==> src/rtl/note_recorder_if.sv <==
// rtl/note_recorder_if.sv - read port and code stream bundle of the note recorder
// Purpose: groups the buffer read port and the recorder status/code outputs.
// Signals:
//   rd_addr    buffer read address (driven by the reader)
//   rd_data    registered buffer word, one cycle after rd_addr
//   length     number of valid codes in the current take
//   full       buffer filled during the current take
//   rec_busy   high while a take is being recorded
//   code_valid one-cycle strobe per code written
//   code_out   code written, valid with code_valid
interface note_recorder_if #(
  parameter int ADDR_W = 6
);
  logic [ADDR_W-1:0] rd_addr;
  logic [5:0]        rd_data;
  logic [ADDR_W:0]   length;
  logic              full;
  logic              rec_busy;
  logic              code_valid;
  logic [5:0]        code_out;

  modport master (
    output rd_addr,
    input  rd_data, length, full, rec_busy, code_valid, code_out
  );

  modport slave (
    input  rd_addr,
    output rd_data, length, full, rec_busy, code_valid, code_out
  );
endinterface

==> src/rtl/note_recorder.sv <==
// rtl/note_recorder.sv - live note capture and 6-bit melody code encoder
// Purpose: debounces the seven note keys, times each held note, encodes it as
// base(octave, duration) + pitch and appends it to an internal buffer; eighth
// rests are logged during silence once a take has at least one code.
// Ports:
//   clk, rst_n  clock, asynchronous active-low reset
//   rec_en      level, high = record (a take starts on its rising edge)
//   key         raw note keys, bit0 = do .. bit6 = si
//   oct         00 middle, 01 low, 10 high, 11 middle
//   bus         read port and recorder status/code outputs (slave side)
module note_recorder #(
  parameter int TICK_16  = 12_500_000,
  parameter int DEBOUNCE = 1_000_000,
  parameter int DEPTH    = 64,
  parameter int ADDR_W   = 6
) (
  input  logic                  clk,
  input  logic                  rst_n,
  input  logic                  rec_en,
  input  logic [6:0]            key,
  input  logic [1:0]            oct,
  note_recorder_if.slave        bus
);

  localparam int DUR_W = $clog2(4 * TICK_16 + 1);
  localparam int SIL_W = $clog2(2 * TICK_16);
  localparam int DB_W  = $clog2(DEBOUNCE + 1);

  localparam logic [DUR_W-1:0]  DUR_MAX   = DUR_W'(4 * TICK_16);
  // Thresholds on the counter value, which lags the held-cycle count by one.
  localparam logic [DUR_W-1:0]  DUR_8TH   = DUR_W'(2 * TICK_16 - 1);
  localparam logic [DUR_W-1:0]  DUR_4TH   = DUR_W'(4 * TICK_16 - 1);
  localparam logic [SIL_W-1:0]  SIL_LAST  = SIL_W'(2 * TICK_16 - 1);
  localparam logic [DB_W-1:0]   DB_LAST   = DB_W'(DEBOUNCE - 1);
  localparam logic [DB_W-1:0]   DB_MAX    = DB_W'(DEBOUNCE);
  localparam logic [ADDR_W:0]   LEN_LAST  = (ADDR_W + 1)'(DEPTH - 1);

  typedef enum logic [1:0] {IDLE, SILENT, NOTE} state_t;

  state_t             state_q, state_d;
  logic [6:0]         key_s_q, key_db_q;
  logic [DB_W-1:0]    db_cnt_q;
  logic               rec_en_q;
  logic [2:0]         p_q, p_d;
  logic [1:0]         o_q, o_d;
  logic [DUR_W-1:0]   dur_q, dur_d;
  logic [SIL_W-1:0]   sil_q, sil_d;
  logic [ADDR_W:0]    len_q, len_d;
  logic               full_q, full_d;
  logic               busy_q, busy_d;
  logic               code_valid_q;
  logic [5:0]         code_out_q;
  logic [5:0]         rd_data_q;
  logic [5:0]         mem [DEPTH];

  logic               note_on;
  logic [2:0]         note_p;
  logic [5:0]         held_code;
  logic [5:0]         oct_off, dur_off;
  logic               we;
  logic [5:0]         wcode;

  // A raw pattern is accepted once it has been sampled unchanged DEBOUNCE times.
  always_ff @(posedge clk or negedge rst_n) begin
    if (!rst_n) begin
      key_s_q  <= '0;
      key_db_q <= '0;
      db_cnt_q <= '0;
      rec_en_q <= 1'b0;
    end else begin
      rec_en_q <= rec_en;
      key_s_q  <= key;
      if (key != key_s_q) begin
        db_cnt_q <= '0;
      end else if (db_cnt_q != DB_MAX) begin
        db_cnt_q <= db_cnt_q + 1'b1;
        if (db_cnt_q == DB_LAST) key_db_q <= key_s_q;
      end
    end
  end

  // Lowest set key wins when several are pressed.
  always_comb begin
    note_p = 3'd0;
    for (int i = 6; i >= 0; i--) begin
      if (key_db_q[i]) note_p = 3'(i);
    end
  end
  assign note_on = |key_db_q;

  always_comb begin
    case (o_q)
      2'b01:   oct_off = 6'd21;
      2'b10:   oct_off = 6'd42;
      default: oct_off = 6'd0;
    endcase
    if (dur_q < DUR_8TH)      dur_off = 6'd15;
    else if (dur_q < DUR_4TH) dur_off = 6'd1;
    else                      dur_off = 6'd8;
    held_code = oct_off + dur_off + {3'b000, p_q};
  end

  always_comb begin
    state_d = state_q;
    p_d     = p_q;
    o_d     = o_q;
    dur_d   = dur_q;
    sil_d   = sil_q;
    len_d   = len_q;
    full_d  = full_q;
    busy_d  = busy_q;
    we      = 1'b0;
    wcode   = held_code;
    case (state_q)
      IDLE: begin
        if (rec_en && !rec_en_q) begin
          len_d   = '0;
          full_d  = 1'b0;
          busy_d  = 1'b1;
          sil_d   = '0;
          state_d = SILENT;
        end
      end
      SILENT: begin
        if (!rec_en) begin
          busy_d  = 1'b0;
          state_d = IDLE;
        end else if (note_on) begin
          p_d     = note_p;
          o_d     = oct;
          dur_d   = '0;
          state_d = NOTE;
        end else if (len_q != '0) begin
          if (sil_q == SIL_LAST) begin
            we    = 1'b1;
            wcode = 6'd0;
            sil_d = '0;
          end else begin
            sil_d = sil_q + 1'b1;
          end
        end
      end
      NOTE: begin
        if (dur_q != DUR_MAX) dur_d = dur_q + 1'b1;
        if (!rec_en) begin
          we      = 1'b1;
          busy_d  = 1'b0;
          state_d = IDLE;
        end else if (!note_on) begin
          we      = 1'b1;
          sil_d   = '0;
          state_d = SILENT;
        end else if (note_p != p_q) begin
          we    = 1'b1;
          p_d   = note_p;
          o_d   = oct;
          dur_d = '0;
        end
      end
      default: state_d = IDLE;
    endcase
    // The write that fills the buffer ends the take regardless of the branch above.
    if (we) begin
      len_d = len_q + 1'b1;
      if (len_q == LEN_LAST) begin
        full_d  = 1'b1;
        busy_d  = 1'b0;
        state_d = IDLE;
      end
    end
  end

  always_ff @(posedge clk or negedge rst_n) begin
    if (!rst_n) begin
      state_q      <= IDLE;
      p_q          <= '0;
      o_q          <= '0;
      dur_q        <= '0;
      sil_q        <= '0;
      len_q        <= '0;
      full_q       <= 1'b0;
      busy_q       <= 1'b0;
      code_valid_q <= 1'b0;
      code_out_q   <= '0;
      rd_data_q    <= '0;
    end else begin
      state_q      <= state_d;
      p_q          <= p_d;
      o_q          <= o_d;
      dur_q        <= dur_d;
      sil_q        <= sil_d;
      len_q        <= len_d;
      full_q       <= full_d;
      busy_q       <= busy_d;
      code_valid_q <= we;
      if (we) code_out_q <= wcode;
      rd_data_q    <= mem[bus.rd_addr];
    end
  end

  // Buffer storage has no reset; only IDLE never writes, so reset blocks writes.
  always_ff @(posedge clk) begin
    if (we) mem[len_q[ADDR_W-1:0]] <= wcode;
  end

  assign bus.rd_data    = rd_data_q;
  assign bus.length     = len_q;
  assign bus.full       = full_q;
  assign bus.rec_busy   = busy_q;
  assign bus.code_valid = code_valid_q;
  assign bus.code_out   = code_out_q;

endmodule

==> src/flat_wrapper.sv <==
// flat-port wrapper written by rule: the top's interface ports become plain ports
module note_recorder_flat 
#(
  parameter int TICK_16  = 12_500_000,
  parameter int DEBOUNCE = 1_000_000,
  parameter int DEPTH    = 64,
  parameter int ADDR_W   = 6
)
  (clk, rst_n, rec_en, key, oct, bus_rd_addr, bus_rd_data, bus_length, bus_full, bus_rec_busy, bus_code_valid, bus_code_out);
  note_recorder_if #(.ADDR_W(ADDR_W)) bus_i ();
  input  logic clk;
  input  logic rst_n;
  input  logic rec_en;
  input  logic [6:0] key;
  input  logic [1:0] oct;
  input wire logic [$bits(bus_i.rd_addr)-1:0] bus_rd_addr;
  output wire logic [$bits(bus_i.rd_data)-1:0] bus_rd_data;
  output wire logic [$bits(bus_i.length)-1:0] bus_length;
  output wire logic [$bits(bus_i.full)-1:0] bus_full;
  output wire logic [$bits(bus_i.rec_busy)-1:0] bus_rec_busy;
  output wire logic [$bits(bus_i.code_valid)-1:0] bus_code_valid;
  output wire logic [$bits(bus_i.code_out)-1:0] bus_code_out;
  assign bus_i.rd_addr = bus_rd_addr;
  assign bus_rd_data = bus_i.rd_data;
  assign bus_length = bus_i.length;
  assign bus_full = bus_i.full;
  assign bus_rec_busy = bus_i.rec_busy;
  assign bus_code_valid = bus_i.code_valid;
  assign bus_code_out = bus_i.code_out;
  note_recorder #(.TICK_16(TICK_16), .DEBOUNCE(DEBOUNCE), .DEPTH(DEPTH), .ADDR_W(ADDR_W)) u_core (.clk(clk), .rst_n(rst_n), .rec_en(rec_en), .key(key), .oct(oct), .bus(bus_i));
endmodule
==> config.mk <==
export PLATFORM = sky130hd
export DESIGN_NAME = note_recorder_flat
export DESIGN_NICKNAME = d
export VERILOG_FILES = /design/src/rtl/note_recorder_if.sv /design/src/rtl/note_recorder.sv /design/src/flat_wrapper.sv
export SDC_FILE = /design/constraint.sdc
export NUM_CORES = 1
export LEC_CHECK = 0
export CORE_MARGIN = 4
export CORE_UTILIZATION = 62
export DETAILED_ROUTE_END_ITERATION = 16
export PLACE_DENSITY = 0.8
export SLEW_MARGIN = 20
export SYNTH_ARGS = -nofsm -noshare
export SYNTH_HDL_FRONTEND = slang
export SYNTH_SLANG_ARGS = --single-unit
export TNS_END_PERCENT = 5
==> constraint.sdc <==
create_clock -name clk -period 4.84 [get_ports clk]
set_clock_uncertainty 0.05 [all_clocks]
set_input_delay 0.726 -clock clk [delete_from_list [all_inputs] [get_ports clk]]
set_output_delay 0.726 -clock clk [all_outputs]
set_load 0.02 [all_outputs]
# ---- Word level (Yosys, flattened, before mapping)
# Memory sizes are Yosys's and may differ from the RTL's. A register that Yosys moved wholly into a read port is not among the register bits.
# Index checks and enable logic that the tools add are counted.
# W data, S select, Z words.
dict set report totals {
  reg_bits 109
  ram_bits 384
  in_bits 18
  output_inout_bits 22
  memories 1
}
# memory depth width read_ports rd_ports_with_merged_regs write_ports line_no
set mem_list {}
lappend mem_list {u_core.mem 64 6 1 1 1 note_recorder.sv:54} ;# logic [5:0] mem [DEPTH];
dict set report op_classes {
  addsub 6
  order_cmp 2
  n_eq_ne 20
  mux 74
  bitwise_logic 1
  reduce_logical 17
}
# operator count
set op_table {}
lappend op_table {{$mux W25} 7}
lappend op_table {{$mux W26} 6}
lappend op_table {{$pmux W25 S3} 1}
lappend op_table {{$pmux W26 S2} 1}
lappend op_table {{$mux W20} 2}
lappend op_table {{$mux W3} 12}
lappend op_table {{$mux W6} 6}
lappend op_table {{$add A26 B1 Y26 const B} 1}
lappend op_table {{$lt A26 B25 Y1 const B} 1}
lappend op_table {{$lt A26 B26 Y1 const B} 1}
lappend op_table {{$ne A26 B26 Y1 const B} 1}
lappend op_table {{$add A25 B1 Y25 const B} 1}
lappend op_table {{$eq A25 B25 Y1 const B} 1}
lappend op_table {{$mux W2} 12}
lappend op_table {{$mux W7} 3}
lappend op_table {{$add A20 B1 Y20 const B} 1}
lappend op_table {{$eq A20 B20 Y1 const B} 1}
lappend op_table {{$ne A20 B20 Y1 const B} 1}
lappend op_table {{$mux W1} 17}
lappend op_table {{$pmux W6 S2} 1}
lappend op_table {{$ne A2 B1 Y1 const B} 5}
lappend op_table {{$ne A2 B2 Y1 const B} 4}
lappend op_table {{$reduce_bool A2 Y1} 4}
lappend op_table {{$add A7 B1 Y7 const B} 1}
lappend op_table {{24 further kinds} 29}

# ---- Longest topological paths before layout
dict set report logic_depth {
  ltp_word 14
  mapped_depth 16
}

# ---- Worst setup path before layout
# Ideal clock, no wire load.
dict set report synth_timing {
  path_kind {register to register}
  start {reg u_core.dur_q[0]}
  end {reg u_core.code_out_q[5] (netlist: u_core.bus.code_out[5])}
  t_arrival_ns 3.619
  t_required_ns 4.724
  slack_ns 1.106
  path_stages_with_launch 17
  n_path_buf 0
  period_less_slack_ns 3.734
  cell_sequence {dfrtp_1 -> ha_1 -> and2_1 -> nand2_1 -> a311oi_1 -> o21a_1 -> o211ai_1 -> a21oi_1 -> fa_1 -> inv_1 -> ha_1 -> fa_1 -> a21o_1 -> a21oi_1 -> xnor2_1 -> and2_4 -> mux2_2}
}
dict set report synth_between {
  elab_chain_len 10
}
# element line_no
set synth_rtl {}
lappend synth_rtl {{from (decl)} note_recorder.sv:46} ;# logic [DUR_W-1:0] dur_q, dur_d;
lappend synth_rtl {{from (signal assigned)} note_recorder.sv:190} ;# dur_q <= dur_d;
lappend synth_rtl {{$lt A26 B26 Y1} note_recorder.sv:98} ;# else if (dur_q < DUR_4TH) dur_off = 6'd1;
lappend synth_rtl {{$mux W4} note_recorder.sv:98}
lappend synth_rtl {{$mux W6 (*)} note_recorder.sv:97} ;# if (dur_q < DUR_8TH) dur_off = 6'd15;
lappend synth_rtl {{$add A6 B6 Y6 (*)} note_recorder.sv:100} ;# held_code = oct_off + dur_off + {3'b000, p_q};
lappend synth_rtl {{$add A6 B3 Y6 (*)} note_recorder.sv:100}
lappend synth_rtl {{$mux W6} note_recorder.sv:134} ;# if (sil_q == SIL_LAST) begin
lappend synth_rtl {{$mux W6} note_recorder.sv:133} ;# end else if (len_q != '0) begin
lappend synth_rtl {{$mux W6} note_recorder.sv:128} ;# end else if (note_on) begin
lappend synth_rtl {{$mux W6} note_recorder.sv:125} ;# if (!rec_en) begin
lappend synth_rtl {{$mux W6 (*)} note_recorder.sv:114} ;# case (state_q)
lappend synth_rtl {{net u_core.wcode[5]} note_recorder.sv:61} ;# logic [5:0] wcode;
lappend synth_rtl {{to (signal assigned)} note_recorder.sv:196} ;# if (we) code_out_q <= wcode;
lappend synth_rtl {{to (decl)} note_recorder.sv:52} ;# logic [5:0] code_out_q;
# Mark *: on every way through the listed nets, which the timed path passes. The rest lies on a longest branch.
# A chain may end at the register's enable or synchronous reset.

# ---- Final worst setup path
# Same ends and word-level chain as after synthesis.

==> results.sh <==
export IMPL_dpl_cell_area_sq_um=22200
export IMPL_fin_util=0.705
export IMPL_grt_max_degree=66
export IMPL_synth_nets=1358
export IMPL_yosysWarnings=0
export IMPL_synth_avg_cell_area_sq_um=16.2
export IMPL_max_slew_margin=0.302
export IMPL_fmax_mhz=234
export IMPL_rsz0062_at_grt="no"
export IMPL_ys_async_sr_fraction=0.230
export IMPL_final_min_clock_period_ns=4.27
export IMPL_drv_slew=0
export IMPL_synth_compound_area_frac=0.0381
export IMPL_wire_per_inst_um=24.6
export IMPL_antenna_left=0
export IMPL_diodes=0
export IMPL_cts_sinks=499
export IMPL_hpwl_mm=27.7
export IMPL_cap_violations=0
export IMPL_synth_common_cells="384 x edfxtp_1, 139 x nor2_1, 120 x mux4_2"
export IMPL_cts_tree="done"
export IMPL_worst_slew_pin_slew_ns=1.04
export IMPL_ys_ff_latch=499
export IMPL_finalSetupTns_ns=0
export IMPL_port_buffer_count=39
export IMPL_yosysSeqAreaShare=0.674
export IMPL_required_ns=5.29
export IMPL_p_leak_nw=8.16
export IMPL_grt_pass1_wl_mm=71.9
export IMPL_synth_ff_type="edfxtp_1"
export IMPL_syn_to_final_growth_pct=11.3
export IMPL_grt_pass1_vias=12239
export IMPL_synth_top_family_by_area="multiplexers"
export IMPL_antenna_found_initial=2
export IMPL_ys_types=79
export IMPL_outcome="finished, final reports clean"
export IMPL_critPathLaunchType="flip-flop"
export IMPL_drt_vias_per_instance=6.50
export IMPL_synth_edf_count=384
export IMPL_num_rows=67
export IMPL_synth_most_common_cell="edfxtp_1"
export IMPL_fin_crit_sh=0.881
export IMPL_setup_ws_ns=0.575
export IMPL_core_area_sq_um=33800
export IMPL_num_vias=11992
export IMPL_drt_total_wl_mm=45.4
export IMPL_yosysTopAreaCell="edfxtp_1"
export IMPL_numCtsBuffers=48
export IMPL_synth_top_area_frac=0.539
export IMPL_grt_overflow=0
export IMPL_clock_root_buffer="clkbuf_16"
export IMPL_synth_area_mux_share=0.141
export IMPL_drive_gt1_frac=0.184
export IMPL_ctsResizeCount=0
export IMPL_die_x_um=194
export IMPL_hold_worst_slack_ns=0.0865
export IMPL_track_usage=0.244
export IMPL_synth_area_sq_um=21400
export IMPL_synth_xor_area_frac=0.0197
export IMPL_setup_violations=0
export IMPL_path_max_fanout=65
export IMPL_pin_count=40
export IMPL_endpoint_kind="flip-flop"
export IMPL_power_density_nw_per_um2=376
export IMPL_drc=0
export IMPL_clk_pin_slew_ns=0.06
export IMPL_clk_latency_ns=0.56
export IMPL_globalplace_congestion=0.854
export IMPL_drt_pass1_iter_count=5
export IMPL_dieArea_sq_um=37500
export IMPL_total_power_mw=8.96
export IMPL_clock_path_buffers=3
export IMPL_synthAdderAreaFrac=0.0131
export IMPL_start_util=0.633
export IMPL_finalNetCount=1397
export IMPL_postCtsHoldBufs=0
export IMPL_place_inst=1757
export IMPL_yosys_top_cells_area="edfxtp_1 54%, dfrtp_1 13%, mux4_2 13%"
export IMPL_cts_setup_buffers=0
export IMPL_drt_iter0_markers=1214
export IMPL_die_y_um=194
export IMPL_h_tree_depth=2
export IMPL_hold_violations=0
export IMPL_synth_simple_gate_area_frac=0.0952
export IMPL_ir_worst_vdd_mv=0.291
export IMPL_pre_cts_ws_ns=0.599
export IMPL_worstHoldPathType="in -> async"
export IMPL_final_cells=1845
export IMPL_design_area_sq_um=23800
export IMPL_worstSetupPathType="reg -> reg"
export IMPL_crit_arrival_ns=4.71
export IMPL_syn_inst=1320
==> worst max-delay path: stages (launching register included) <==
cell and delay (ns):
dfrtp_1 0.41, ha_1 0.23, and2_1 0.19, nand2_1 0.11, a311oi_1 0.09, o21a_1 0.17, o211ai_1 0.22, a21oi_1 0.17
fa_1 0.52, inv_1 0.04, ha_1 0.21, fa_1 0.41, a21o_1 0.17, a21oi_1 0.16, xnor2_1 0.14, and2_4 0.60
mux2_2 0.27
==> final timing paths <==
kind / startpoint / cells past startpoint / slack [ns] / endpoint
worst max-delay path: u_core.dur_q[0] / 16 / 0.57 / u_core.bus.code_out[5]
worst min-delay path: rst_n / 1 / 0.09 / u_core.dur_q[16]
worst max register to register: u_core.dur_q[0] / 16 / 0.57 / u_core.bus.code_out[5]
worst min register to register: u_core.bus.full / 1 / 0.45 / u_core.bus.full
max in group asynchronous: rst_n / 2 / 3.61 / u_core.db_cnt_q[19]
min in group clk: u_core.bus.full / 1 / 0.45 / u_core.bus.full
==> area by class of cell <==
type | count | area, sq um
flip-flops and latches | 499 | 14400
repair buffers | 54 | 494
clock inverters | 29 | 348
fillers | 2060 | 9980
well taps | 448 | 561
clock buffers | 59 | 1310
multi-input cells | 727 | 6580
inverters | 29 | 109
==> cell families (layout without fill, tap and decap cells) <==
kind of cell	after synthesis	in the layout
AOI/OAI and AO/OA	120	120
DFF	499	499
adders and majority gates	20	20
and+or+nand+nor	391	391
buffers and inverters	94	171
muxes	148	148
xor gates and xnor gates	48	48
==> report_power, final <==
part,internal (mW),switching (mW),leakage (nW)
combinational,0.146,0.294,2.19
sequential,4.58,0.0179,5.16
clock,2.34,1.58,0.812
==> cell usage in the layout (no fill, tap or decap), types with 7 or more instances in the layout <==
cell type,instances
a21oi_1,19
a22oi_1,14
buf_4,17
bufinv_16,8
clkbuf_1,7
clkbuf_16,50
clkdlybuf4s50_1,35
clkinv_1,9
clkinv_2,10
dfrtp_1,115
edfxtp_1,384
ha_1,16
inv_1,28
mux2_2,14
mux2i_1,11
mux4_2,120
nand2_1,64
nand2b_1,10
nand3_1,37
nand4_1,20
nor2_1,139
nor2b_1,8
nor3_1,19
nor4_1,13
o21ai_0,34
o31ai_1,9
or3_1,14
xnor2_1,26
xor2_1,22
==> registers in the layout, summed over array words and instances, names as in the netlist <==
signal and count:
u_core.bus.code_valid 1, u_core.sil_q 25, u_core.mem 384, u_core.bus.length 7, u_core.bus.full 1, u_core.key_s_q 7
u_core.p_q 3, u_core.key_db_q 7, u_core.bus.rec_busy 1, u_core.rec_en_q 1, u_core.dur_q 26, u_core.db_cnt_q 20
u_core.o_q 2, u_core.bus.rd_data 6, u_core.state_q 2, u_core.bus.code_out 6
==> metal layers <==
| layer | vias to the layer above | wire, um | track usage |
|---|---|---|---|
| li1 | 5212 | - | - |
| met1 | 6140 | 17600 | 0.340 |
| met2 | 561 | 22900 | 0.405 |
| met3 | 79 | 3850 | 0.0511 |
| met4 | 0 | 1040 | 0.0577 |
| met5 | - | 0 | 0 |
Note: power is estimated with default switching activity, not from simulation.
